**config.mk**
```make
export PLATFORM = sky130hd
export DESIGN_NAME = fault_fsm_param
export DESIGN_NICKNAME = d
export VERILOG_FILES = /design/src/rtl/fault_fsm_pkg.sv /design/src/rtl/fault_cell_scan.sv /design/src/rtl/fault_fsm_param.sv
export SDC_FILE = /design/constraint.sdc
export NUM_CORES = 1
export LEC_CHECK = 0
export BUFFER_PORTS_ARGS = -buffer_cell sky130_fd_sc_hd__buf_2
export CAP_MARGIN = 5
export CORE_AREA = 2 2 115 117
export DETAILED_ROUTE_END_ITERATION = 16
export DIE_AREA = 0 0 117 119
export PLACE_DENSITY = 0.69
export SYNTH_ARGS = -nofsm -noshare
export SYNTH_HDL_FRONTEND = slang
export SYNTH_SLANG_ARGS = --single-unit
```
**constraint.sdc**
```tcl
create_clock -name clk -period 12.55 [get_ports clk]
set_input_delay 1.255 -clock clk [delete_from_list [all_inputs] [get_ports clk]]
set_output_delay 1.255 -clock clk [all_outputs]
set_load 0.01 [all_outputs]
```
**src/rtl/fault_fsm_pkg.sv**
```systemverilog
// Shared types and constants for the battery-pack fault supervisor.
// Latency: none (declarations only).
// Backpressure: none.
package fault_fsm_pkg;

    // Supervisor states; the encoding is visible on the state output port.
    typedef enum logic [1:0] {
        NORMAL   = 2'b00,
        WARNING  = 2'b01,
        FAULT    = 2'b10,
        SHUTDOWN = 2'b11
    } fsm_state_t;

    // Bit positions inside fault_flags {IMB,OC,OT,UV,OV}.
    localparam int FLAG_OV   = 0;
    localparam int FLAG_UV   = 1;
    localparam int FLAG_OT   = 2;
    localparam int FLAG_OC   = 3;
    localparam int FLAG_IMB  = 4;
    localparam int NUM_FLAGS = 5;

    // First-fault codes, listed in priority order (OV highest).
    localparam logic [2:0] CODE_NONE = 3'd0;
    localparam logic [2:0] CODE_OV   = 3'd1;
    localparam logic [2:0] CODE_UV   = 3'd2;
    localparam logic [2:0] CODE_OT   = 3'd3;
    localparam logic [2:0] CODE_OC   = 3'd4;
    localparam logic [2:0] CODE_IMB  = 3'd5;

endpackage

```
**src/rtl/fault_cell_scan.sv**
```systemverilog
// Per-cell threshold scan: ov/uv/ot, voltage max/min and unmasked count over unmasked cells.
// Latency: purely combinational.
// Backpressure: none; evaluates the current inputs every cycle.
module fault_cell_scan
    import fault_fsm_pkg::*;
#(
    parameter int N_CELLS = 4,
    parameter int V_W     = 16,
    parameter int T_W     = 8,
    parameter int OV_MV   = 4200,
    parameter int UV_MV   = 2800,
    parameter int OT_C    = 60
) (
    input  logic [N_CELLS-1:0][V_W-1:0]     cell_voltage,
    input  logic [N_CELLS-1:0][T_W-1:0]     temp_flag,
    input  logic [N_CELLS-1:0]              mask,
    output logic                            ov,
    output logic                            uv,
    output logic                            ot,
`ifdef FAULT_LOG_EN
    output logic [$clog2(N_CELLS)-1:0]      ov_idx,
    output logic [$clog2(N_CELLS)-1:0]      uv_idx,
    output logic [$clog2(N_CELLS)-1:0]      ot_idx,
`endif
    output logic [V_W-1:0]                  v_max,
    output logic [V_W-1:0]                  v_min,
    output logic [$clog2(N_CELLS+1)-1:0]    n_unmasked
);

    localparam int IDX_W = $clog2(N_CELLS);
    localparam int CNT_W = $clog2(N_CELLS + 1);

    localparam logic [V_W-1:0] OV_V = V_W'(OV_MV);
    localparam logic [V_W-1:0] UV_V = V_W'(UV_MV);
    localparam logic [T_W-1:0] OT_T = T_W'(OT_C);

    // Walk the cells low to high; the first hit of each kind fixes its index.
    always_comb begin
        ov         = 1'b0;
        uv         = 1'b0;
        ot         = 1'b0;
        v_max      = '0;
        v_min      = '1;
        n_unmasked = '0;
`ifdef FAULT_LOG_EN
        ov_idx     = '0;
        uv_idx     = '0;
        ot_idx     = '0;
`endif
        for (int i = 0; i < N_CELLS; i++) begin
            if (!mask[i]) begin
                n_unmasked = n_unmasked + CNT_W'(1);
                if (cell_voltage[i] > v_max) v_max = cell_voltage[i];
                if (cell_voltage[i] < v_min) v_min = cell_voltage[i];
`ifdef FAULT_LOG_EN
                if (cell_voltage[i] > OV_V && !ov) ov_idx = IDX_W'(i);
                if (cell_voltage[i] < UV_V && !uv) uv_idx = IDX_W'(i);
                if (temp_flag[i] > OT_T && !ot)    ot_idx = IDX_W'(i);
`endif
                if (cell_voltage[i] > OV_V) ov = 1'b1;
                if (cell_voltage[i] < UV_V) uv = 1'b1;
                if (temp_flag[i] > OT_T)    ot = 1'b1;
            end
        end
    end

endmodule

```
**src/rtl/fault_fsm_param.sv**
```systemverilog
// N-cell pack fault supervisor (Moore FSM with persistence/recovery counters); FAULT_LOG_EN adds a first-fault log.
// Latency: flags and state update one clk edge after the inputs are sampled.
// Backpressure: none; inputs are sampled every cycle, clear is a level.
module fault_fsm_param
    import fault_fsm_pkg::*;
#(
    parameter int N_CELLS        = 4,
    parameter int V_W            = 16,
    parameter int I_W            = 16,
    parameter int T_W            = 8,
    parameter int OV_MV          = 4200,
    parameter int UV_MV          = 2800,
    parameter int OT_C           = 60,
    parameter int OC_MA          = 1000,
    parameter int IMB_MV         = 100,
    parameter int FAULT_CYCLES   = 3,
    parameter int SHUT_CYCLES    = 6,
    parameter int RECOVER_CYCLES = 4
) (
    input  logic                            clk,
    input  logic                            reset,
    input  logic [N_CELLS-1:0][V_W-1:0]     cell_voltage,
    input  logic [I_W-1:0]                  current,
    input  logic [N_CELLS-1:0][T_W-1:0]     temp_flag,
    input  logic [N_CELLS-1:0]              mask,
    input  logic                            clear,
    output logic [1:0]                      state,
    output logic                            shutdown_signal,
    output logic [NUM_FLAGS-1:0]            fault_flags,
    output logic [2:0]                      first_fault_code,
    output logic [$clog2(N_CELLS)-1:0]      first_fault_cell
);

    localparam int IDX_W  = $clog2(N_CELLS);
    localparam int CNT_W  = $clog2(N_CELLS + 1);
    localparam int FCNT_W = $clog2(SHUT_CYCLES + 1);
    localparam int CCNT_W = $clog2(RECOVER_CYCLES + 1);

    localparam logic [V_W-1:0]    IMB_V     = V_W'(IMB_MV);
    localparam logic [I_W-1:0]    OC_I      = I_W'(OC_MA);
    localparam logic [FCNT_W-1:0] FAULT_LIM = FCNT_W'(FAULT_CYCLES);
    localparam logic [FCNT_W-1:0] SHUT_LIM  = FCNT_W'(SHUT_CYCLES);
    localparam logic [CCNT_W-1:0] REC_LIM   = CCNT_W'(RECOVER_CYCLES);

    fsm_state_t            state_q, state_d;
    logic [FCNT_W-1:0]     flt_cnt, flt_cnt_next;
    logic [CCNT_W-1:0]     clean_cnt, clean_cnt_next;
    logic [NUM_FLAGS-1:0]  raw;
    logic                  any_raw;

    logic                  ov, uv, ot;
    logic [V_W-1:0]        v_max, v_min;
    logic [CNT_W-1:0]      n_unmasked;
`ifdef FAULT_LOG_EN
    logic [IDX_W-1:0]      ov_idx, uv_idx, ot_idx;
`endif

    fault_cell_scan #(
        .N_CELLS (N_CELLS),
        .V_W     (V_W),
        .T_W     (T_W),
        .OV_MV   (OV_MV),
        .UV_MV   (UV_MV),
        .OT_C    (OT_C)
    ) u_scan (
        .cell_voltage (cell_voltage),
        .temp_flag    (temp_flag),
        .mask         (mask),
        .ov           (ov),
        .uv           (uv),
        .ot           (ot),
`ifdef FAULT_LOG_EN
        .ov_idx       (ov_idx),
        .uv_idx       (uv_idx),
        .ot_idx       (ot_idx),
`endif
        .v_max        (v_max),
        .v_min        (v_min),
        .n_unmasked   (n_unmasked)
    );

    // Raw fault vector from this cycle's inputs; imbalance needs two or more live cells.
    always_comb begin
        raw           = '0;
        raw[FLAG_OV]  = ov;
        raw[FLAG_UV]  = uv;
        raw[FLAG_OT]  = ot;
        raw[FLAG_OC]  = current > OC_I;
        raw[FLAG_IMB] = (n_unmasked > CNT_W'(1)) && ((v_max - v_min) > IMB_V);
        any_raw       = |raw;
    end

    // Persistence counters: faulty run length (saturating) and clean run length inside FAULT.
    always_comb begin
        flt_cnt_next   = '0;
        clean_cnt_next = '0;
        if (any_raw) begin
            flt_cnt_next = (flt_cnt >= SHUT_LIM) ? SHUT_LIM : flt_cnt + FCNT_W'(1);
        end
        if (state_q == FAULT && !any_raw) begin
            clean_cnt_next = (clean_cnt >= REC_LIM) ? REC_LIM : clean_cnt + CCNT_W'(1);
        end
    end

    // Next-state decision: at most one step per edge, driven by post-update counts.
    always_comb begin
        state_d = state_q;
        case (state_q)
            NORMAL: begin
                if (any_raw) state_d = WARNING;
            end
            WARNING: begin
                if (!any_raw)                       state_d = NORMAL;
                else if (flt_cnt_next >= FAULT_LIM) state_d = FAULT;
            end
            FAULT: begin
                if (flt_cnt_next >= SHUT_LIM)        state_d = SHUTDOWN;
                else if (clean_cnt_next >= REC_LIM)  state_d = NORMAL;
            end
            SHUTDOWN: begin
                if (clear && !any_raw) state_d = NORMAL;
            end
            default: state_d = NORMAL;
        endcase
    end

    // State register.
    always_ff @(posedge clk) begin
        if (!reset) state_q <= NORMAL;
        else        state_q <= state_d;
    end

    // Counter and flag registers; any return to NORMAL starts the counters afresh.
    always_ff @(posedge clk) begin
        if (!reset) begin
            flt_cnt     <= '0;
            clean_cnt   <= '0;
            fault_flags <= '0;
        end else begin
            flt_cnt     <= (state_d == NORMAL) ? '0 : flt_cnt_next;
            clean_cnt   <= (state_d == FAULT) ? clean_cnt_next : '0;
            fault_flags <= raw;
        end
    end

    // Moore outputs decoded from the registered state only.
    always_comb begin
        state           = state_q;
        shutdown_signal = (state_q == SHUTDOWN);
    end

`ifdef FAULT_LOG_EN
    logic             log_held;
    logic [2:0]       log_code, new_code;
    logic [IDX_W-1:0] log_cell, new_cell;

    // Highest-priority active fault and the lowest unmasked cell that shows it.
    always_comb begin
        new_code = CODE_IMB;
        new_cell = '0;
        if (raw[FLAG_OV]) begin
            new_code = CODE_OV;
            new_cell = ov_idx;
        end else if (raw[FLAG_UV]) begin
            new_code = CODE_UV;
            new_cell = uv_idx;
        end else if (raw[FLAG_OT]) begin
            new_code = CODE_OT;
            new_cell = ot_idx;
        end else if (raw[FLAG_OC]) begin
            new_code = CODE_OC;
        end
    end

    // Log captures the first NORMAL->WARNING cause and holds until reset or an accepted clear.
    always_ff @(posedge clk) begin
        if (!reset || (state_q == SHUTDOWN && state_d == NORMAL)) begin
            log_held <= 1'b0;
            log_code <= CODE_NONE;
            log_cell <= '0;
        end else if (state_q == NORMAL && state_d == WARNING && !log_held) begin
            log_held <= 1'b1;
            log_code <= new_code;
            log_cell <= new_cell;
        end
    end

    assign first_fault_code = log_code;
    assign first_fault_cell = log_cell;
`else
    assign first_fault_code = CODE_NONE;
    assign first_fault_cell = '0;
`endif

endmodule

```
==> impl_metrics.yaml, run 1 <==
die:
  design.core.area_um2: 12900
  die_h_um: 119
  io_pins: 132
  die_w_um: 117
  die-area_um2: 13900
  core.rowCount: 42
  start_util_pct: 43.2
yosys:
  seq_area_frac_synth_pct: 4.68
  ys_warn_count: 0
  async_flop_share_pct: 0
  synth-seq-cells: 13
  synth_area_per_cell_um2: 7.08
  synth_edf_count: 0
  ys_types: 67
  synth_area_um2: 5560
  synth-main-ff-cell: "dfxtp_1"
  synth_cells: 785
timing:
  setup_viol: 0
  slew_viol_final: 0
  period_minus_slack_ps: 11550
  fmax_mhz: 86.6
  relSlewSlack_pct: 42.2
  tns_ps: 0
  timing.final.crit_share_pct: 92.0
  hold_viol: 0
  grt_setup_unrepaired: "false"
  fin_skew_ps: 1.08
  worst_pin_slew_ps: 845
  layout_setup_ws_ps: 1000
power:
  peakVddDrop_uv: 41.0
  finalPower_uw: 549
  pwr-share-comb_pct: 79.8
  netSwitchingFraction_pct: 49.4
  cellLeakagePower_nw: 3.35
  pwr-share-clk_pct: 10.9
  powerDensity_nw_per_um2: 85.4
  p_switching_uw: 271
  p_int_uw: 278
  seqPwrFrac_pct: 9.4
flow_run:
  maxCapViolations: 0
routing:
  via_count: 6190
  antenna_left: 0
  firstDrtPassIters: 5
  drc_errors: 0
  vias_per_cell: 5.76
  dr.first_iter.drc_count: 369
  wirelength_um: 17100
  wl_per_cell_um: 15.9
cells_and_area:
  final_common_cell: "buf_2"
  fillers: 1356
  layout-drive-gt1-share_pct: 17.5
  n_antenna_cell: 0
  multi_input_area_um2: 4940
  area_growth_pct: 15.8
  final_nets: 1132
  most-common-layout-cells: "126 x buf_2, 113 x ha_1, 79 x nor2_1"
  seqCellArea_um2: 260
worst_setup_path:
  required_ps: 12680
  r2r_slack_ps: 10190
  cp_slowest_cell: "or4b_1"
  cp-start-kind: "input port"
  crit_buf_inv: 4
  arrival_ps: 11680
  crit_type: "input port to flip-flop"
  critPathMaxStageDelay_ps: 560
  worst_setup_path_end_kind: "flip-flop"
  critPathMaxFanout: 30
  cp_top_family: "compound AO/OA/AOI/OAI gates"
global_routing:
  overflow: 0
  grt_max_degree: 31
  grt_pass1_vias: 5580
  antenna_found_initial: 0
  grt_usage_pct: 23.6
  grt_pass1_wl_um: 26900
clock_network:
  worstSkewPairLatency_ps: 240
  cts_htree_levels: 1
  cts_tree: "yes"
  cts_root_buffer: "clkbuf_16"
  cts_made_buffers: 3
  postCtsSetupBuffers: 0
  cts.clk_slew.worst_paths_ps: 40
  clock_path_buffers: 2
  cts.sinks: 13
placed_design:
  io_buffers: 126
  pre_cts_ws_ps: 562
  hpwl_um: 14800
  routabilityCongestion: 0.928
outcome:
  status: "finished clean"
hold_path:
  hold_path.class: "flip-flop to flip-flop"
power by group through the flow:
| stage | sequential, mW | clock, mW | combinational (mW) |
|---|---|---|---|
| 4_1_cts | 0.0514 | 0.0610 | 0.435 |
| 3_5_place_dp | 0.0521 | 0 | 0.433 |
| 6_report | 0.0514 | 0.0597 | 0.438 |
| 5_1_grt | 0.0519 | 0.0626 | 0.492 |
| 3_3_place_gp | 0.0520 | 0 | 0.427 |
| 2_1_floorplan | 0.0534 | 0 | 0.313 |
cells in the mapped netlist (8+ instances only):
cell | number | area share (%)
a211oi_1 | 8 | 1.1
a21o_1 | 30 | 4.1
a21oi_1 | 71 | 6.4
clkbuf_1 | 15 | 1.0
dfxtp_1 | 13 | 4.7
ha_1 | 113 | 25
inv_1 | 76 | 5.1
mux2_2 | 16 | 3.2
mux2i_1 | 42 | 7.6
nand2_1 | 53 | 3.6
nand2b_1 | 13 | 1.5
nand3_1 | 18 | 1.6
nand4_1 | 23 | 2.6
nor2_1 | 79 | 5.3
nor2b_1 | 9 | 1.0
nor3_1 | 14 | 1.3
nor4_1 | 11 | 1.2
o211ai_1 | 8 | 1.1
o21a_1 | 8 | 1.1
o21ai_0 | 46 | 4.1
or3_1 | 12 | 1.4
metrics by stage:
step | cell area (um^2) | hold WS [ps] | util (%) | instances
after floorplan | 5580 | 432 | - | 790
after global placement | 6350 | 454 | 49.3 | 1070
after detailed placement | 6350 | 460 | 49.3 | 1070
after CTS | 6430 | 466 | 49.9 | 1074
after global routing | 6430 | 480 | 50.0 | 1074
final | 6430 | 463 | 50.0 | 1074
metal layers:
metal / global-route usage, % / share of wire [%] / wire, um
met3: 1.07 / 4.4 / 756
met1: 33.8 / 47 / 8050
met2: 38.5 / 46 / 7880
met5: 0 / 0 / 0
met4: 6.03 / 2.3 / 390
registers in the layout, indices dropped and copies added, names as in the netlist:
| register | cells |
|---|---|
| fault_flags | 5 |
| state | 2 |
| clean_cnt | 3 |
| flt_cnt | 3 |
layout make-up:
class                   count  area share [%]
multi-input cells         676            76.7
repair buffers            129            10.2
inverters                  76            4.43
flip-flops and latches     13            4.05
well taps                 176            3.42
clock buffers               4            1.23
timing repair:
item,in CTS,in global routing
resized for setup,0,1
hold buffers,0,0
endpoints found under the setup margin,0,6
logic make-up (layout without fill, tap and decap cells):
kind of cell             after synthesis  after routing  synth area share [%]
AND/OR/NAND/NOR                      258            258                  22.8
AO/OA/AOI/OAI                        231            231                  27.1
adder cells (fa/ha/maj)              114            114                  25.8
buffers and inverters                101            209                  7.23
multiplexers                          59             59                  11.0
flip-flops                            13             13                  4.68
XOR/XNOR                               8              8                  1.26
other                                  1              6                0.0675
path summary, 6_finish.rpt:
kind / start / endpoint / cells past startpoint
min: clean_cnt[0] / clean_cnt[0] / 1
max: cell_voltage[4] / flt_cnt[2] / 44
min reg2reg: clean_cnt[0] / clean_cnt[0] / 1
max reg2reg: flt_cnt[0] / clean_cnt[1] / 10
worst reg2reg max path, delay by kind of cell (launching register included):
| family | cells | cell delay (ps) |
|---|---|---|
| AOI/OAI and AO/OA | 4 | 900 |
| adders and majority gates | 1 | 200 |
| buffers and inverters | 1 | 70 |
| DFF | 1 | 360 |
| and+or+nand+nor | 4 | 700 |
Note: power is estimated with default switching activity, not from simulation.
==> run 2: changes to the inputs <==
--- a/config.mk
+++ b/config.mk
@@ -11,6 +11,7 @@
 export DETAILED_ROUTE_END_ITERATION = 16
 export DIE_AREA = 0 0 117 119
 export PLACE_DENSITY = 0.69
+export REMOVE_ABC_BUFFERS = 1
 export SYNTH_ARGS = -nofsm -noshare
 export SYNTH_HDL_FRONTEND = slang
 export SYNTH_SLANG_ARGS = --single-unit
==> impl_metrics.yaml, run 2 (synthesis gave the netlist of run 1 again) <==
global_routing:
  grt_pass1_wl_um: 27500
  grt_usage_pct: 24.1
  grt_max_degree: 31
  antenna_found_initial: 0
  grt_pass1_vias: 5640
  overflow: 0
placed_design:
  dp_cells: 1070
  io_buffers: 126
  routabilityCongestion: 0.957
  hpwl_um: 14800
timing:
  hold_viol: 0
  setup_viol: 0
  timing.final.crit_share_pct: 92.1
  worst_pin_slew_ps: 1200
  hold_ws_ps: 472
  fin_skew_ps: 0.852
  period_minus_slack_ps: 11560
  relSlewSlack_pct: 20.0
  fmax_mhz: 86.5
  slew_viol_final: 0
hold_path:
  hold_path.class: "flip-flop to flip-flop"
  min_to: "clean_cnt[0]"
  hold_depth: 1
  worstHoldStart: "clean_cnt[0]"
routing:
  antenna_left: 0
  wl_per_cell_um: 16.1
  via_count: 6227
  vias_per_cell: 5.80
  dr.first_iter.drc_count: 476
  wirelength_um: 17300
  drc_errors: 0
  firstDrtPassIters: 6
power:
  finalPower_uw: 549
  powerDensity_nw_per_um2: 85.4
  peakVddDrop_uv: 39.5
  cellLeakagePower_nw: 3.35
die:
  die_h_um: 119
  die_w_um: 117
  design.core.area_um2: 12900
  core.rowCount: 42
  start_util_pct: 43.2
  die-area_um2: 13900
  io_pins: 132
cells_and_area:
  largest_reg_flops: 5
  area_growth_pct: 15.8
  n_antenna_cell: 0
  top_regs: "fault_flags x5, clean_cnt x3, flt_cnt x3"
  fillers: 1339
  regMostFlops: "fault_flags"
  most-common-layout-cells: "126 x buf_2, 113 x ha_1, 79 x nor2_1"
  layout.cells.non_filler: 1074
  final_common_cell: "buf_2"
  layout-drive-gt1-share_pct: 17.5
  final_nets: 1132
worst_setup_path:
  cp.depth: 41
  crit_type: "input port to flip-flop"
  worst_setup_path_end_kind: "flip-flop"
  cp-start-kind: "input port"
  crit_buf_inv: 4
  cp_top_family: "compound AO/OA/AOI/OAI gates"
  critPathMaxFanout: 30
  timing.rr.start: "flt_cnt[0]"
  r2r_end: "clean_cnt[1]"
  cp_slowest_cell: "a211oi_4"
  crit_top_cell: "a21o_1"
  critPathMaxStageDelay_ps: 1020
  required_ps: 12720
  r2r_cells: 10
  arrival_ps: 11730
  r2r_slack_ps: 10180
clock_network:
  cts_htree_levels: 1
  cts_hold_buf: 0
  cts_tree: "yes"
  cts_resized: 0
  worstSkewPairLatency_ps: 240
  cts_root_buffer: "clkbuf_16"
  cts.sinks: 13
  cts_made_buffers: 3
  cts.clk_slew.worst_paths_ps: 40
  clock_path_buffers: 2
  postCtsSetupBuffers: 0
flow_run:
  maxCapViolations: 0
outcome:
  status: "finished clean"
-- run 2: where the power goes --
group	leakage [nW]	switching [mW]	total, mW	internal [mW]
registers	0.108	0.00437	0.0514	0.0471
clock network	0.0382	0.0170	0.0598	0.0428
logic	3.20	0.250	0.438	0.189
total	3.35	0.271	0.549	0.278
-- run 2: layout make-up --
class                   count  area [um^2]  area share [%]
flip-flops and latches     13          260            4.05
clock buffers               4         78.8            1.23
multi-input cells         676         4940            76.7
inverters                  76          285            4.43
well taps                 176          220            3.42
repair buffers            129          653            10.2
-- run 2: routing by layer --
| metal | wire, um | share of wire [%] | GRT usage, % | up-vias |
|---|---|---|---|---|
| met3 | 878 | 5.1 | 1.58 | 32 |
| met5 | 0 | 0 | 0 | - |
| met4 | 429 | 2.5 | 5.44 | 0 |
| met1 | 8140 | 47 | 34.4 | 2827 |
| li1 | - | - | - | 3138 |
| met2 | 7870 | 45 | 39.6 | 230 |
-- run 2: metrics by stage --
step | util [%] | TNS [ps] | setup WS [ps] | area (um^2)
4_1_cts | 49.9 | 0 | 854 | 6430
5_1_grt | 50.0 | -17.8 | -15.1 | 6430
3_3_place_gp | 49.3 | 0 | 788 | 6350
2_1_floorplan | - | -129 | -57.8 | 5460
3_5_place_dp | 49.3 | 0 | 623 | 6350
6_report | 50.0 | 0 | 988 | 6430
-- run 2: worst max path at each step --
| stage | startpoint | end | slack [ps] |
|---|---|---|---|
| 2_1_floorplan | cell_voltage[4] | clean_cnt[1] | -60 |
| 3_3_place_gp | cell_voltage[4] | flt_cnt[1] | 790 |
| 3_5_place_dp | cell_voltage[4] | flt_cnt[2] | 620 |
| 4_1_cts | cell_voltage[4] | flt_cnt[2] | 850 |
| 5_1_grt | mask[0] | state[0] | -20 |
| 6_report | mask[0] | state[0] | 990 |
==> run 3: changes to the inputs <==
--- a/config.mk
+++ b/config.mk
@@ -8,6 +8,7 @@
 export BUFFER_PORTS_ARGS = -buffer_cell sky130_fd_sc_hd__buf_2
 export CAP_MARGIN = 5
 export CORE_AREA = 2 2 115 117
+export CTS_CLUSTER_DIAMETER = 60
 export DETAILED_ROUTE_END_ITERATION = 16
 export DIE_AREA = 0 0 117 119
 export PLACE_DENSITY = 0.69
==> constraint.sdc (replaced) <==
create_clock -name clk -period 14.8 [get_ports clk]
set_input_delay 2.96 -clock clk [delete_from_list [all_inputs] [get_ports clk]]
set_output_delay 2.96 -clock clk [all_outputs]
set_load 0.01 [all_outputs]
==> impl_metrics.yaml, run 3 (synthesis gave the netlist of run 1 again) <==
outcome:
  status: "finished clean"
timing:
  hold_viol: 0
  slew_viol_final: 0
  worst_pin_slew_ps: 1120
  fin_skew_ps: 5.73
  hold_ws_ps: 473
  grt_setup_unrepaired: "false"
  setup_viol: 0
  tns_ps: 0
  timing.final.crit_share_pct: 92.8
  relSlewSlack_pct: 25.1
  period_minus_slack_ps: 13740
  fmax_mhz: 72.8
power:
  peakVddDrop_uv: 42.2
  powerDensity_nw_per_um2: 73.0
  cellLeakagePower_nw: 3.34
die:
  core.rowCount: 42
  start_util_pct: 43.2
  design.core.area_um2: 12900
  die_h_um: 119
  die-area_um2: 13900
  io_pins: 132
  die_w_um: 117
worst_setup_path:
  crit_buf_inv: 3
  r2r_end: "clean_cnt[1]"
  cp-start-kind: "input port"
  r2r_slack_ps: 12420
  critPathMaxFanout: 30
  cp_top_family: "compound AO/OA/AOI/OAI gates"
  timing.rr.start: "flt_cnt[0]"
  crit_top_cell: "a21oi_1"
  worst_setup_path_end_kind: "flip-flop"
  critPathMaxStageDelay_ps: 740
  cp_slowest_cell: "nand3_1"
  r2r_cells: 10
  required_ps: 14930
  arrival_ps: 13860
  cp.depth: 42
  crit_type: "input port to flip-flop"
placed_design:
  hpwl_um: 14800
  io_buffers: 126
  place_area_um2: 6340
  dp_cells: 1069
  routabilityCongestion: 1.03
cells_and_area:
  most-common-layout-cells: "126 x buf_2, 113 x ha_1, 79 x nor2_1"
  n_antenna_cell: 0
  final_cell_area_um2: 6420
  layout-drive-gt1-share_pct: 17.4
  layout.cells.non_filler: 1073
  multi_input_area_um2: 4930
  seqCellArea_um2: 260
  regMostFlops: "fault_flags"
  final_util_pct: 49.9
  fillers: 1342
  largest_reg_flops: 5
  top_regs: "fault_flags x5, clean_cnt x3, flt_cnt x3"
  final_nets: 1131
  final_common_cell: "buf_2"
  area_growth_pct: 15.5
global_routing:
  antenna_found_initial: 0
  overflow: 0
  grt_usage_pct: 24.2
  grt_max_degree: 31
  grt_pass1_wl_um: 27600
  grt_pass1_vias: 5618
clock_network:
  postCtsSetupBuffers: 0
  clock_path_buffers: 2
  worstSkewPairLatency_ps: 250
  cts_made_buffers: 3
  cts_resized: 0
  cts_root_buffer: "clkbuf_16"
  cts_htree_levels: 1
  cts_hold_buf: 0
  cts.sinks: 13
  cts.clk_slew.worst_paths_ps: 50
  cts_tree: "yes"
flow_run:
  maxCapViolations: 0
routing:
  dr.first_iter.drc_count: 464
  via_count: 6184
  wirelength_um: 17300
  vias_per_cell: 5.76
  drc_errors: 0
  firstDrtPassIters: 5
  wl_per_cell_um: 16.1
  antenna_left: 0
hold_path:
  min_to: "clean_cnt[0]"
  worstHoldStart: "clean_cnt[0]"
  hold_depth: 1
  hold_path.class: "flip-flop to flip-flop"
-- run 3: cell count changes in the layout (fill, tap and decap cells not counted) --
cell	delta
buf_4	-1
a21oi_4	-1
a21oi_2	+1
-- run 3: stage by stage --
stage | power, mW | setup slack [ps]
2_1_floorplan | 0.307 | 487
3_3_place_gp | 0.408 | 1050
3_5_place_dp | 0.411 | 911
4_1_cts | 0.464 | 1180
5_1_grt | 0.515 | 37.2
6_report | 0.468 | 1060
-- run 3: area by class of cell --
class	instances	share of cell area, %
Timing Repair Buffer	128	10.1
Sequential cell	13	4.05
Tap cell	176	3.43
Multi-Input combinational cell	676	76.8
Inverter	76	4.44
Clock buffer	4	1.23
-- run 3: worst max path at each step --
stage,from,to,slack (ps)
after floorplan,cell_voltage[4],clean_cnt[1],490
after global placement,mask[0],clean_cnt[1],1050
after detailed placement,mask[0],clean_cnt[1],910
after CTS,mask[0],clean_cnt[1],1180
after global routing,mask[0],clean_cnt[1],40
final,mask[0],clean_cnt[1],1060
-- run 3: routing by layer --
| layer | wire (um) | global-route usage (%) | vias up |
|---|---|---|---|
| met5 | 0 | 0 | - |
| met4 | 399 | 5.66 | 0 |
| met3 | 983 | 2.60 | 26 |
| met2 | 7650 | 38.8 | 201 |
| met1 | 8300 | 34.4 | 2822 |
| li1 | - | - | 3135 |
-- run 3: power by group --
part           internal, mW  total [mW]  switching, mW
clock                0.0364      0.0516         0.0152
combinational         0.159       0.373          0.213
sequential           0.0399      0.0440        0.00408
total                 0.236       0.468          0.233
